===== src/rtl/pipe_stage_reg.sv =====
// rtl/pipe_stage_reg.sv - inter-stage pipeline register with valid/ready, flush and freeze
// The control field is zeroed whenever no entry is held, so a bubble always reads as a NOP.
module pipe_stage_reg #(
  parameter int CTRL_W = 8,
  parameter int DATA_W = 128,
  parameter int SKID   = 1
) (
  input  logic              clk,
  input  logic              rst,
  input  logic              flush,
  input  logic              freeze,
  input  logic              in_valid,
  output logic              in_ready,
  input  logic [CTRL_W-1:0] in_ctrl,
  input  logic [DATA_W-1:0] in_data,
  output logic              out_valid,
  input  logic              out_ready,
  output logic [CTRL_W-1:0] out_ctrl,
  output logic [DATA_W-1:0] out_data
);

  generate
    if (SKID == 0) begin : g_single
      logic              valid_q, valid_d;
      logic [CTRL_W-1:0] ctrl_q, ctrl_d;
      logic [DATA_W-1:0] data_q, data_d;
      logic              push, pop;

      assign in_ready  = (~valid_q | out_ready) & ~freeze;
      assign push      = in_valid & in_ready;
      assign pop       = valid_q & out_ready;
      assign out_valid = valid_q;
      assign out_ctrl  = ctrl_q;
      assign out_data  = data_q;

      always_comb begin
        valid_d = valid_q;
        ctrl_d  = ctrl_q;
        data_d  = data_q;
        if (flush) begin
          valid_d = 1'b0;
          ctrl_d  = '0;
        end else if (push) begin
          valid_d = 1'b1;
          ctrl_d  = in_ctrl;
          data_d  = in_data;
        end else if (pop) begin
          valid_d = 1'b0;
          ctrl_d  = '0;
        end
      end

      always_ff @(posedge clk or posedge rst) begin
        if (rst) begin
          valid_q <= 1'b0;
          ctrl_q  <= '0;
          data_q  <= '0;
        end else begin
          valid_q <= valid_d;
          ctrl_q  <= ctrl_d;
          data_q  <= data_d;
        end
      end
    end else begin : g_skid
      typedef enum logic [1:0] {ST_EMPTY, ST_ONE, ST_FULL} state_t;

      state_t            state_q, state_d;
      logic              rdy_q, rdy_d;
      logic [CTRL_W-1:0] main_ctrl_q, main_ctrl_d;
      logic [DATA_W-1:0] main_data_q, main_data_d;
      logic [CTRL_W-1:0] skid_ctrl_q, skid_ctrl_d;
      logic [DATA_W-1:0] skid_data_q, skid_data_d;
      logic              push, pop;

      // in_ready comes straight from a flop so upstream never sees the downstream ready path
      assign in_ready  = rdy_q & ~freeze;
      assign push      = in_valid & in_ready;
      assign out_valid = (state_q != ST_EMPTY);
      assign pop       = out_valid & out_ready;
      assign out_ctrl  = main_ctrl_q;
      assign out_data  = main_data_q;

      always_comb begin
        state_d     = state_q;
        main_ctrl_d = main_ctrl_q;
        main_data_d = main_data_q;
        skid_ctrl_d = skid_ctrl_q;
        skid_data_d = skid_data_q;
        if (flush) begin
          state_d     = ST_EMPTY;
          main_ctrl_d = '0;
          skid_ctrl_d = '0;
        end else begin
          case (state_q)
            ST_EMPTY: begin
              if (push) begin
                state_d     = ST_ONE;
                main_ctrl_d = in_ctrl;
                main_data_d = in_data;
              end
            end
            ST_ONE: begin
              if (push && pop) begin
                main_ctrl_d = in_ctrl;
                main_data_d = in_data;
              end else if (pop) begin
                state_d     = ST_EMPTY;
                main_ctrl_d = '0;
              end else if (push) begin
                state_d     = ST_FULL;
                skid_ctrl_d = in_ctrl;
                skid_data_d = in_data;
              end
            end
            ST_FULL: begin
              if (pop) begin
                state_d     = ST_ONE;
                main_ctrl_d = skid_ctrl_q;
                main_data_d = skid_data_q;
                skid_ctrl_d = '0;
              end
            end
            default: begin
              state_d     = ST_EMPTY;
              main_ctrl_d = '0;
              skid_ctrl_d = '0;
            end
          endcase
        end
        rdy_d = (state_d != ST_FULL);
      end

      always_ff @(posedge clk or posedge rst) begin
        if (rst) begin
          state_q     <= ST_EMPTY;
          rdy_q       <= 1'b1;
          main_ctrl_q <= '0;
          main_data_q <= '0;
          skid_ctrl_q <= '0;
          skid_data_q <= '0;
        end else begin
          state_q     <= state_d;
          rdy_q       <= rdy_d;
          main_ctrl_q <= main_ctrl_d;
          main_data_q <= main_data_d;
          skid_ctrl_q <= skid_ctrl_d;
          skid_data_q <= skid_data_d;
        end
      end
    end
  endgenerate

endmodule


===== config.mk =====
export PLATFORM = sky130hd
export DESIGN_NAME = pipe_stage_reg
export DESIGN_NICKNAME = d
export VERILOG_FILES = /design/src/rtl/pipe_stage_reg.sv
export SDC_FILE = /design/constraint.sdc
export NUM_CORES = 1
export LEC_CHECK = 0
export ABC_CLOCK_PERIOD_IN_PS = 24500
export CAP_MARGIN = 20
export CORE_MARGIN = 1
export CORE_UTILIZATION = 34
export CTS_BUF_LIST = sky130_fd_sc_hd__clkbuf_8 sky130_fd_sc_hd__clkbuf_16
export CTS_CLUSTER_DIAMETER = 150
export DETAILED_ROUTE_END_ITERATION = 8
export DONT_BUFFER_PORTS = 1
export PLACE_DENSITY = 0.6
export SLEW_MARGIN = 20
export SYNTH_ARGS = -nofsm -noshare
export SYNTH_HDL_FRONTEND = slang
export SYNTH_SLANG_ARGS = --single-unit

===== constraint.sdc =====
create_clock -name clk -period 24.5 [get_ports clk]
set_clock_uncertainty 0.15 [all_clocks]
set_input_delay 2.45 -clock clk [delete_from_list [all_inputs] [get_ports clk]]
set_output_delay 2.45 -clock clk [all_outputs]
set_load 0.02 [all_outputs]

# Word level (Yosys, flattened, before mapping)
# Cells that the tools add are included.
# W data, S select, Z words.
# word_totals
in_bits	142
ff_bits	275
mem_bits_ro	0
out_inout_bits	138
n_memories	0
latchBits	0
ramBits	0
# classes
bitwise	7
add_sub_neg	0
n_lt_le_gt_ge	0
eq_ne	13
reduce_logical	8
shifts	0
div_mod_pow	0
mul	0
mux	21
# ops
cell	n
$mux W128	3
$pmux W128 S3	1
$mux W8	8
$pmux W8 S3	2
$ne A3 B3 Y1 const B	5
$reduce_and A5 Y1	3
$mux W2	6
$ne A2 B2 Y1 const B	5
$pmux W2 S3	1
$ne A4 B4 Y1 const B	1
$not A1 Y1	4
$and A1 B1 Y1	3
$reduce_and A3 Y1	1
$reduce_bool A3 Y1	1
$eq A2 B1 Y1 const B	1
$eq A2 B2 Y1 const B	1
$logic_not A2 Y1	1
$reduce_bool A2 Y1	1
$logic_and A1 B1 Y1	1

# Longest topological paths before layout
# logic_depth
depth_word	9
ltp_mapped	7
mapped_depth_nobuf	3

# Worst setup path after synthesis
# No wires, ideal clock.
# synth_timing
kind	input to output
startpoint	input freeze
endpoint	output in_ready
arrival_ps	2754
slack_ps	19146
cell_stages	1
cell_sequence	nor2b_1
# synth_between
elab_chain_cells	2
# synth_lines
element	line	source
from (decl)	11	input logic freeze,
$not A1 Y1	76	assign in_ready = rdy_q & ~freeze;
$and A1 B1 Y1	76	
to (decl)	13	output logic in_ready,
# No other way between the ends.

# Worst setup path after layout
# Ends and elaborated chain as after synthesis.

==> impl_results.md <==
* Run status: complete, no violations
* Leakage at just under 6 nW
* CTS Root Cell: clkbuf_16
* Final Cycle Share at 0.219
* Worst EP arrival at approximately 2.8 ns
* Clk sinks at around 280
* First-pass GRT wire length at ~40 mm
* Setup Buffers After CTS at 0
* Final Hold Viols at 0
* Most frequent cells in the layout: 349 x mux2_2, 274 x dfrtp_1, 31 x clkbuf_16
* CTS resizes at 0
* Met2 WL at 12.2 mm
* H-tree Lvls at 1
* RePlAce Congestion at ~0.76
* EDFF count, synth at 0
* WP data required at 21.90 ns
* CTS tree: built
* Final Setup Violations at 0
* Syn Std Cell Area at 12200 um^2
* Worst Hold Class: flip-flop to flip-flop
* FF+latch area at 6880 um^2
* Antenna-violating nets left at 0
* Commonest non-fill, non-tap cell in the layout: mux2_2
* Least-Margin Pin Slew at 1.03 ns
* Metal-1 WL at 10.7 mm
* CP Buf/Inv Count at 0
* Global route overflow at 0
* Chip height at 191 um
* Footprint of the multi-input gates at 4960 um^2
* Avg Inst Size Synth at 15.7 um^2
* Largest area contributor in the netlist: dfrtp_1
* Setup slack after layout at roughly 19 ns
* Worst path max stage delay at 0.32 ns
* Reg2reg start: g_skid.state_q[1]$_DFF_PP0_
* Nets at between 900 and 1000
* Share of the synthesized area in the top cell type at 0.563
* Worst-path clk slew at approximately 0.06 ns
* Core area at 34900 um^2
* Overall Global Routing Usage at 0.140
* Synth warnings at 0
* CP max FO at 4
* Startpoint types: primary input
* Final core occ at 0.390
* IO Count at 280
* Setup TNS at 0 ns
* Seq/Total Area, Yosys at 0.565
* Initial Util at 0.349
* Num CTS Buffers at 31
* Vias in the first global route at approximately 6700
* Die area at 36600 um^2
* Antenna violations before repair at 0
* Diodes inserted at 0
* Placed insts at 1189
* Min cycle time layout at ~5.4 ns
* Cell chain of the critical path: nor2b_1
* Drt via density at about 5.1
* Max Freq at 186 MHz
* Power Dens Cells at 95.6 nW/um^2
* Worst Setup Slack post-DPL at 19.13 ns
* RSZ-0062 raised after global routing: no
* Port Buffers at 0
* Clk Latency, worst-skew pair at approximately 0.55 ns
* Crit-path slowest cell: nor2b_1
* Top Layer Used: met4
* Commonest register cell after synthesis: dfrtp_1
* Synth area leaders: dfrtp_1 56%, mux2_2 32%, mux2_4 3.7%
* Die X at 191 um
* CP Class: primary input to primary output
* First drt pass iteration count at 4
* MaxCap Viol Count at 0
* Syn nets at 917
* Crit. Startpoint: freeze
* Area post-placement at 12500 um^2
* Crit. End Element: primary output
* Area delta synth->final at 11.6%
* Largest net degree at the start of global routing at 74
* Via count at between 6000 and 7000
* Gate Count Post-Synth at 775
* Site row count at a little under 70
* Drc violations at 0
* Finished Layout Cells at 1245
* Flop and latch count out of synthesis at about 280
* Layout cell share with drive strength beyond 1 at 0.565
* # hold bufs at CTS at 0
* Fillers at 3291
* Min-Delay Startpoint: g_skid.skid_data_q[88]$_DFFE_PP0P_
* Delay-heaviest family, CP: simple AND/OR/NAND/NOR gates
* WL final at 25.9 mm
* Distinct cell type count after synthesis at 35
* Routed met3 length at between 2 and 2.5 mm
* Max transition margin at 0.312
* Async S/R FF share, synth at 1.00
* Initial DRC count at roughly 230
* Clock Tree Buf Depth at 3
* Slew Limit Fails at 0
* Post-route cell area at 13600 um^2
* WL per Instance at 20.8 um
* Max IR drop VDD at 0.0654 mV
* DP HPWL at 16.4 mm
sequential cells by signal, summed over array words and instances, names as in the netlist:
signal and cells:
g_skid.state_q 2, g_skid.skid_data_q 128, out_data 128, out_ctrl 8
g_skid.rdy_q 1, g_skid.skid_ctrl_q 8
layer usage:
metal / GRT usage / up-vias
met5: 0 / -
met4: 0.0433 / 0
met3: 0.0567 / 44
met2: 0.223 / 179
met1: 0.174 / 3317
li1: - / 2802
cell type report:
cell class                 instances  share of cell area
clock inverter                    16              0.0133
multi-input combinational        441               0.365
sequential                       275               0.506
tap                              455              0.0419
timing repair buffer               8             0.00442
clock buffer                      40              0.0662
inverter                          10             0.00331
logic make-up (layout without fill, tap and decap cells):
kind of cell,count (synthesis),after routing,share of synthesized area
buffers and inverters,59,74,0.0292
AND/OR/NAND/NOR,16,16,0.0103
AO/OA/AOI/OAI,32,32,0.0229
multiplexers,393,393,0.373
flip-flops,275,275,0.565
synth_stat cells, types with 2 or more instances:
cell / count
a32oi_1: 8
buf_6: 7
mux2_4: 30
a22o_1: 8
nand4bb_1: 2
buf_4: 14
mux2_2: 349
nor2b_1: 2
mux2_1: 13
nand2b_1: 2
buf_2: 23
dfrtp_1: 274
clkbuf_1: 4
or2_2: 2
inv_1: 9
o32ai_1: 9
power breakdown:
group	internal, W	total (W)	switching, W
combinational	0.0000902	0.000134	0.0000442
sequential	0.000551	0.000682	0.000131
clock	0.000298	0.000484	0.000186
total	0.000939	0.00130	0.000361
worst paths after layout:
check / end / slack [ns] / depth (start not counted)
min reg2reg: g_skid.skid_data_q[88]$_DFFE_PP0P_ / 0.34 / 1
min in group asynchronous: g_skid.skid_data_q[118]$_DFFE_PP0P_ / 1.63 / 1
max reg2reg: out_data[41]$_DFFE_PP0P_ / 21.02 / 4
max: in_ready / 19.13 / 1
max in group asynchronous: out_data[4]$_DFFE_PP0P_ / 20.37 / 3
min: g_skid.skid_data_q[88]$_DFFE_PP0P_ / 0.34 / 1
through the flow:
stage | hold slack, ns | power (W)
3_3_place_gp | 0.316 | 0.000821
5_1_grt | 0.355 | 0.00136
6_report | 0.340 | 0.00130
4_1_cts | 0.341 | 0.00132
2_1_floorplan | 0.304 | 0.000787
3_5_place_dp | 0.326 | 0.000829
(Power assumes the default switching activity.)
